### src/rtl/vsharp_check_pkg.sv
// Shared types for the vsharp result checker: FSM states, default data width
// and the verdict record with its pass rule.
package vsharp_check_pkg;

    localparam int DATA_W_DEF = 32;
    localparam int CNT_MAX_W  = 16;

    typedef enum logic [1:0] {
        IDLE    = 2'd0,
        WAIT    = 2'd1,
        COMPARE = 2'd2,
        DONE    = 2'd3
    } state_e;

    typedef struct packed {
        logic                 passed;
        logic                 timed_out;
        logic [CNT_MAX_W-1:0] fail_count;
    } verdict_t;

    function automatic logic verdict_pass(input verdict_t v, input logic table_full);
        return (v.fail_count == {CNT_MAX_W{1'b0}}) && !v.timed_out && table_full;
    endfunction

endpackage

### src/rtl/vsharp_exp_table.sv
// Expected-value table: fills in order up to NUM_CHECKS entries (no wrap).
// Entries at or beyond the write pointer read back as zero.
module vsharp_exp_table
    import vsharp_check_pkg::*;
#(
    parameter int DATA_W     = DATA_W_DEF,
    parameter int NUM_CHECKS = 4
) (
    input  logic                          clk,
    input  logic                          reset,
    input  logic                          wr_i,
    input  logic [DATA_W-1:0]             wdata_i,
    input  logic                          clear_i,
    input  logic [$clog2(NUM_CHECKS)-1:0] rd_idx_i,
    output logic [DATA_W-1:0]             rd_data_o,
    output logic                          full_o
);
    localparam int IW = $clog2(NUM_CHECKS);
    localparam int PW = $clog2(NUM_CHECKS + 1);

    logic [PW-1:0]     ptr_q, ptr_d;
    logic [DATA_W-1:0] mem_q [NUM_CHECKS];
    logic              do_wr_s;

    assign full_o    = (ptr_q == PW'(NUM_CHECKS));
    assign do_wr_s   = wr_i && !clear_i && !full_o;
    assign rd_data_o = (PW'(rd_idx_i) < ptr_q) ? mem_q[rd_idx_i] : {DATA_W{1'b0}};

    // Write pointer next state; clear takes priority over a write.
    always_comb begin
        ptr_d = ptr_q;
        if (clear_i) begin
            ptr_d = {PW{1'b0}};
        end else if (do_wr_s) begin
            ptr_d = ptr_q + PW'(1);
        end else begin
            ptr_d = ptr_q;
        end
    end

    // Write pointer register.
    always_ff @(posedge clk or posedge reset) begin
        if (reset) begin
            ptr_q <= {PW{1'b0}};
        end else begin
            ptr_q <= ptr_d;
        end
    end

    // Table storage; contents beyond the pointer are masked on read, so no reset.
    always_ff @(posedge clk) begin
        if (do_wr_s) begin
            mem_q[ptr_q[IW-1:0]] <= wdata_i;
        end
    end

endmodule

### config.mk
export PLATFORM = sky130hd
export DESIGN_NAME = vsharp_exp_table
export DESIGN_NICKNAME = d
export VERILOG_FILES = /design/src/rtl/vsharp_check_pkg.sv /design/src/rtl/vsharp_exp_table.sv
export SDC_FILE = /design/constraint.sdc
export NUM_CORES = 1
export LEC_CHECK = 0
export ABC_AREA = 1
export BUFFER_PORTS_ARGS = -buffer_cell sky130_fd_sc_hd__buf_2
export CORE_ASPECT_RATIO = 1.75
export CORE_MARGIN = 2
export CORE_UTILIZATION = 52
export CTS_CLUSTER_DIAMETER = 150
export CTS_CLUSTER_SIZE = 14
export DETAILED_ROUTE_END_ITERATION = 10
export GPL_TIMING_DRIVEN = 0
export PLACE_DENSITY_LB_ADDON = 0.3
export SLEW_MARGIN = 10
export SYNTH_ARGS = -nofsm -noshare
export SYNTH_HDL_FRONTEND = slang
export SYNTH_SLANG_ARGS = --single-unit
### constraint.sdc
create_clock -name clk -period 2.5 [get_ports clk]
set_input_delay 0.5 -clock clk [delete_from_list [all_inputs] [get_ports clk]]
set_output_delay 0.5 -clock clk [all_outputs]
set_load 0.005 [all_outputs]
== Word level (Yosys, flattened, before mapping) ==
Memories as Yosys holds them, arrays and structs flattened.
Index checks and enable logic that the tools add are counted.

* Add/sub/neg operators: 1
* Multiplexer cells: 5
* Reduce and logical (&&, ||, !) cells: 5
* Order comparisons: 1
* Equality and inequality tests: 1

{| class="wikitable"
|+ Operator list
! kind !! count
|-
| 32-bit 2-to-1 mux || 1
|-
| 3-bit 2-to-1 mux || 2
|-
| 3-bit by 1-bit adder with 3-bit output, second input constant || 1
|-
| 3-bit equality test, second input constant || 1
|-
| 2-bit by 3-bit < comparator with 1-bit output || 1
|-
| 1-bit logical AND || 2
|-
| 1-bit zero test || 2
|-
| 1-bit 2-to-1 mux || 2
|-
| 2-bit nonzero test || 1
|}

* Memories kept: 1
* Bits in registers: 3
* Logic and storage cells: 15
* RAM bits: 128

{| class="wikitable"
|+ Memories
! memory !! words !! bits a word !! rd ports !! clocked after memory_dff !! wr ports !! line !! source
|-
| mem_q || 4 || 32 || 1 || 0 || 1 || vsharp_exp_table.sv:22 || <nowiki>logic [DATA_W-1:0] mem_q [NUM_CHECKS];</nowiki>
|}

== Logic depth before layout (Yosys ltp) ==
* Depth after elaboration: 5
* Gate-level depth with buffers: 8
* Depth with buffers taken out: 7

== Worst setup path before layout ==
Ideal clock, no wire load.

* Path type: reg2reg
* Start: register ptr_q[0]
* End: memory mem_q[0][0] (netlist bit), enable pin
* Period minus slack after synthesis: 2.714 ns
* Path slack: -0.214 ns
* Path buffers: 0
* Arrival: 2.292 ns
* Required time: 2.079 ns
* Setup time: 0.421 ns
* Stages on the path, launching flop included: 6
* Path through: dfrtp_1 -> inv_1 -> ha_1 -> nand2_1 -> nand3_1 -> nor2_1

* Cells in the longest elaborated chain, start to end: 5

{| class="wikitable"
|+ RTL lines
! what !! line !! source
|-
| from (decl) || vsharp_exp_table.sv:21 || <nowiki>logic [PW-1:0] ptr_q, ptr_d;</nowiki>
|-
| from (signal assigned) || vsharp_exp_table.sv:44 || <nowiki>ptr_q <= {PW{1'b0}};</nowiki>
|-
| from (signal assigned) || vsharp_exp_table.sv:46 || <nowiki>ptr_q <= ptr_d;</nowiki>
|-
| 3-bit equality test || vsharp_exp_table.sv:25 || <nowiki>assign full_o = (ptr_q == PW'(NUM_CHECKS));</nowiki>
|-
| 1-bit zero test || vsharp_exp_table.sv:26 || <nowiki>assign do_wr_s = wr_i && !clear_i && !full_o;</nowiki>
|-
| 1-bit logical AND || vsharp_exp_table.sv:26 ||
|-
| 1-bit 2-to-1 mux || vsharp_exp_table.sv:52 || <nowiki>if (do_wr_s) begin</nowiki>
|-
| 1-bit 2-to-1 mux (not written as such) || vsharp_exp_table.sv:53 || <nowiki>mem_q[ptr_q[IW-1:0]] <= wdata_i;</nowiki>
|-
| to (decl) || vsharp_exp_table.sv:22 ||
|}

Parallel ways exist; a longest one is shown, timed or not.

== Worst setup path after layout ==
* Start: register ptr_q[1]
* End: output rd_data_o[1]

* Cells in the longest elaborated chain, start to end: 2

{| class="wikitable"
|+ RTL lines
! what !! line !! source
|-
| 2-bit by 3-bit < comparator with 1-bit output || vsharp_exp_table.sv:27 || <nowiki>assign rd_data_o = (PW'(rd_idx_i) < ptr_q) ? mem_q[rd_idx_i] : {DATA_W{1'b0}};</nowiki>
|-
| 32-bit 2-to-1 mux || vsharp_exp_table.sv:27 ||
|-
| to (decl) || vsharp_exp_table.sv:15 || <nowiki>output logic [DATA_W-1:0] rd_data_o,</nowiki>
|}

No other way between the ends.

==> qor.yml <==
outcome:
  status: "finished, final reports clean"
logic_synthesis:
  yosysTopAreaCell: "edfxtp_1"
  yosys_warnings: 0
  synthesis.nets: 592
  syn_avg_cell_area_um2: 10.4
  synth_cell_types: 13
  syn_inst: 549
  synthTopCellsByArea: "edfxtp_1, inv_1, nand2_1, nand3_1, a21oi_1"
  synth_seq_area_share_pct: 68.5
  yosys.area.top_type_share_pct: 67.2
  syn_area_mm2: 0.00572
  ys_seq_elements: 131
floorplan:
  die_width_um: 83.3
  core_area_mm2: 0.0107
  rows: 50
  die_h_um: 143
  die_area_mm2: 0.0119
  ios: 71
  start_util_pct: 53.5
clock_tree:
  clock-sinks: 131
  clock_path_buffers: 2
  clock-root-buffer: "clkbuf_16"
  worstSkewPairLatency_ns: 0.41
  cts-htree-levels: 4
  cts.clk_slew.worst_paths_ns: 0.06
  cts_tree: "yes"
  numCtsBuffers: 17
sta:
  min_period_ns: 2.45
  skew_ns: 0.00783
  period_share_pct: 97.9
  worst_pin_slew_ns: 0.612
  finalHoldViolCount: 0
  slew_headroom_pct: 59.1
  finalSetupViolations: 0
  fmax_mhz: 409
  slew_viol_final: 0
routing:
  drc_errors: 0
  drt-vias-per-instance: 5.11
  first_iter_violations: 254
  ant_nets: 0
  vias: 4030
  wire_per_inst_um: 15.9
  drt-total-wl_um: 12600
  first_pass_iters: 5
cells_and_area:
  layout-drive-gt1-share_pct: 20.9
  diodes: 0
  final_net_count: 690
  fin_util_pct: 65.6
  most-common-layout-cells: "inv_1, nand2_1, edfxtp_1"
  area_growth_syn_to_layout_pct: 22.6
  layout_commonest_cell: "inv_1"
power:
  power.leakage_nw: 3.25
  swShare_pct: 21.8
  vdd.ir_drop.worst_v: 0.000542
  finalPower_w: 0.00525
  combPwrFrac_pct: 9.2
  p_sw_w: 0.00114
  sequentialPowerShare_pct: 47.7
  p_clk_share_pct: 43.0
  intPower_w: 0.00410
  power_density_mw_per_mm2: 748
worst_setup_path:
  endpoint_kind: "output port"
  start_kind: "register"
  reg2reg_setup_slack_ns: 0.12
  timing.critical_path.fanout_max: 10
  worstSetupPathType: "reg -> out"
  critical_path_arrival_ns: 1.95
  required_ns: 2.00
grt:
  antenna_found_initial: 0
  grt_usage_pct: 21.7
  grt_pass1_vias: 4207
  grt_max_degree: 25
  grt_pass1_wl_um: 19500
  grt-ovfl-total: 0
min_path:
  min_path_type: "in -> reg"
place:
  io_buffers: 70
  gp_congestion: 0.751
  dpl.hpwl_um: 8080
run:
  max_cap_viol_count: 0
[through the flow]
stage	cell area [um^2]	TNS, ns	hold slack [ns]	worst slack, ns	instances
floorplan	5720	-27.34	0.254	-0.214	549
global placement	6240	-177.87	0.369	-1.43	749
detailed placement	6370	0	0.378	0.104	753
CTS	6940	0	0.291	0.00764	785
global route	7020	-0.263	0.284	-0.0301	789
finish	7020	0	0.305	0.0536	789
[worst max-delay path: stages (launching register included)]
cell	delay (ns)
dfrtp_1	0.40
inv_2	0.08
ha_1	0.28
inv_1	0.07
nor2_1	0.05
nand2_1	0.10
nand2_4	0.09
buf_6	0.16
a21oi_1	0.16
buf_2	0.15
[cell usage after synthesis]
cell type / number
a21oi_1: 32
buf_2: 16
buf_4: 4
buf_6: 4
dfrtp_1: 3
edfxtp_1: 128
ha_1: 5
inv_1: 141
inv_2: 2
nand2_1: 138
nand3_1: 67
nor2_1: 7
o21ai_0: 2
[routing by layer]
layer / track usage, % / vias to the layer above / part of all wire (%)
li1: - / 1929 / -
met1: 19.9 / 1926 / 35
met2: 42.8 / 150 / 57
met3: 6.42 / 25 / 6.0
met4: 9.92 / 0 / 2.0
met5: 0 / - / 0
[sequential cells by signal (all words and copies together), names as in the netlist]
register / cells
ptr_q: 3
mem_q: 128
[cell families after synthesis]
kind of cell | Yosys count | share of synthesized area [%]
compound gates | 34 | 2.97
fa+ha+maj | 5 | 1.09
buf+inv | 167 | 12.1
flops | 131 | 68.5
simple gates | 212 | 15.4
[final cells by class]
type,instances,area [um^2]
plain buffers,24,174
clock buffers,18,429
clock inverters,13,119
fillers,787,3680
inverters,143,537
multi-input cells,251,1160
flip-flops and latches,131,3920
well taps,130,163
repair buffers,79,518
[power groups by stage]
stage	registers [W]	clock network [W]	logic, W
6_report	0.00250	0.00226	0.000485
5_1_grt	0.00251	0.00239	0.000533
4_1_cts	0.00250	0.00228	0.000462
3_5_place_dp	0.00255	0	0.000447
3_3_place_gp	0.00255	0	0.000407
2_1_floorplan	0.00255	0	0.000234
[worst paths after layout]
| check | startpoint | to | cells past startpoint |
|---|---|---|---|
| worst max-delay path | ptr_q[1] | rd_data_o[1] | 9 |
| worst min-delay path | wdata_i[25] | mem_q[0][25] | 1 |
| worst max register to register | ptr_q[0] | mem_q[3][23] | 6 |
| worst min register to register | ptr_q[2] | ptr_q[2] | 2 |
| max in group asynchronous | reset | ptr_q[0] | 3 |
| min in group asynchronous | reset | ptr_q[2] | 3 |
[repair_timing]
action	CTS	global route
gates cloned	0	0
pin swaps	0	2
setup buffers	0	4
hold buffers	1	0
endpoints found under the setup margin	30	43
resized for setup	6	6
hold endpoints to repair	3	0
Power figures use the tool's default switching activity.
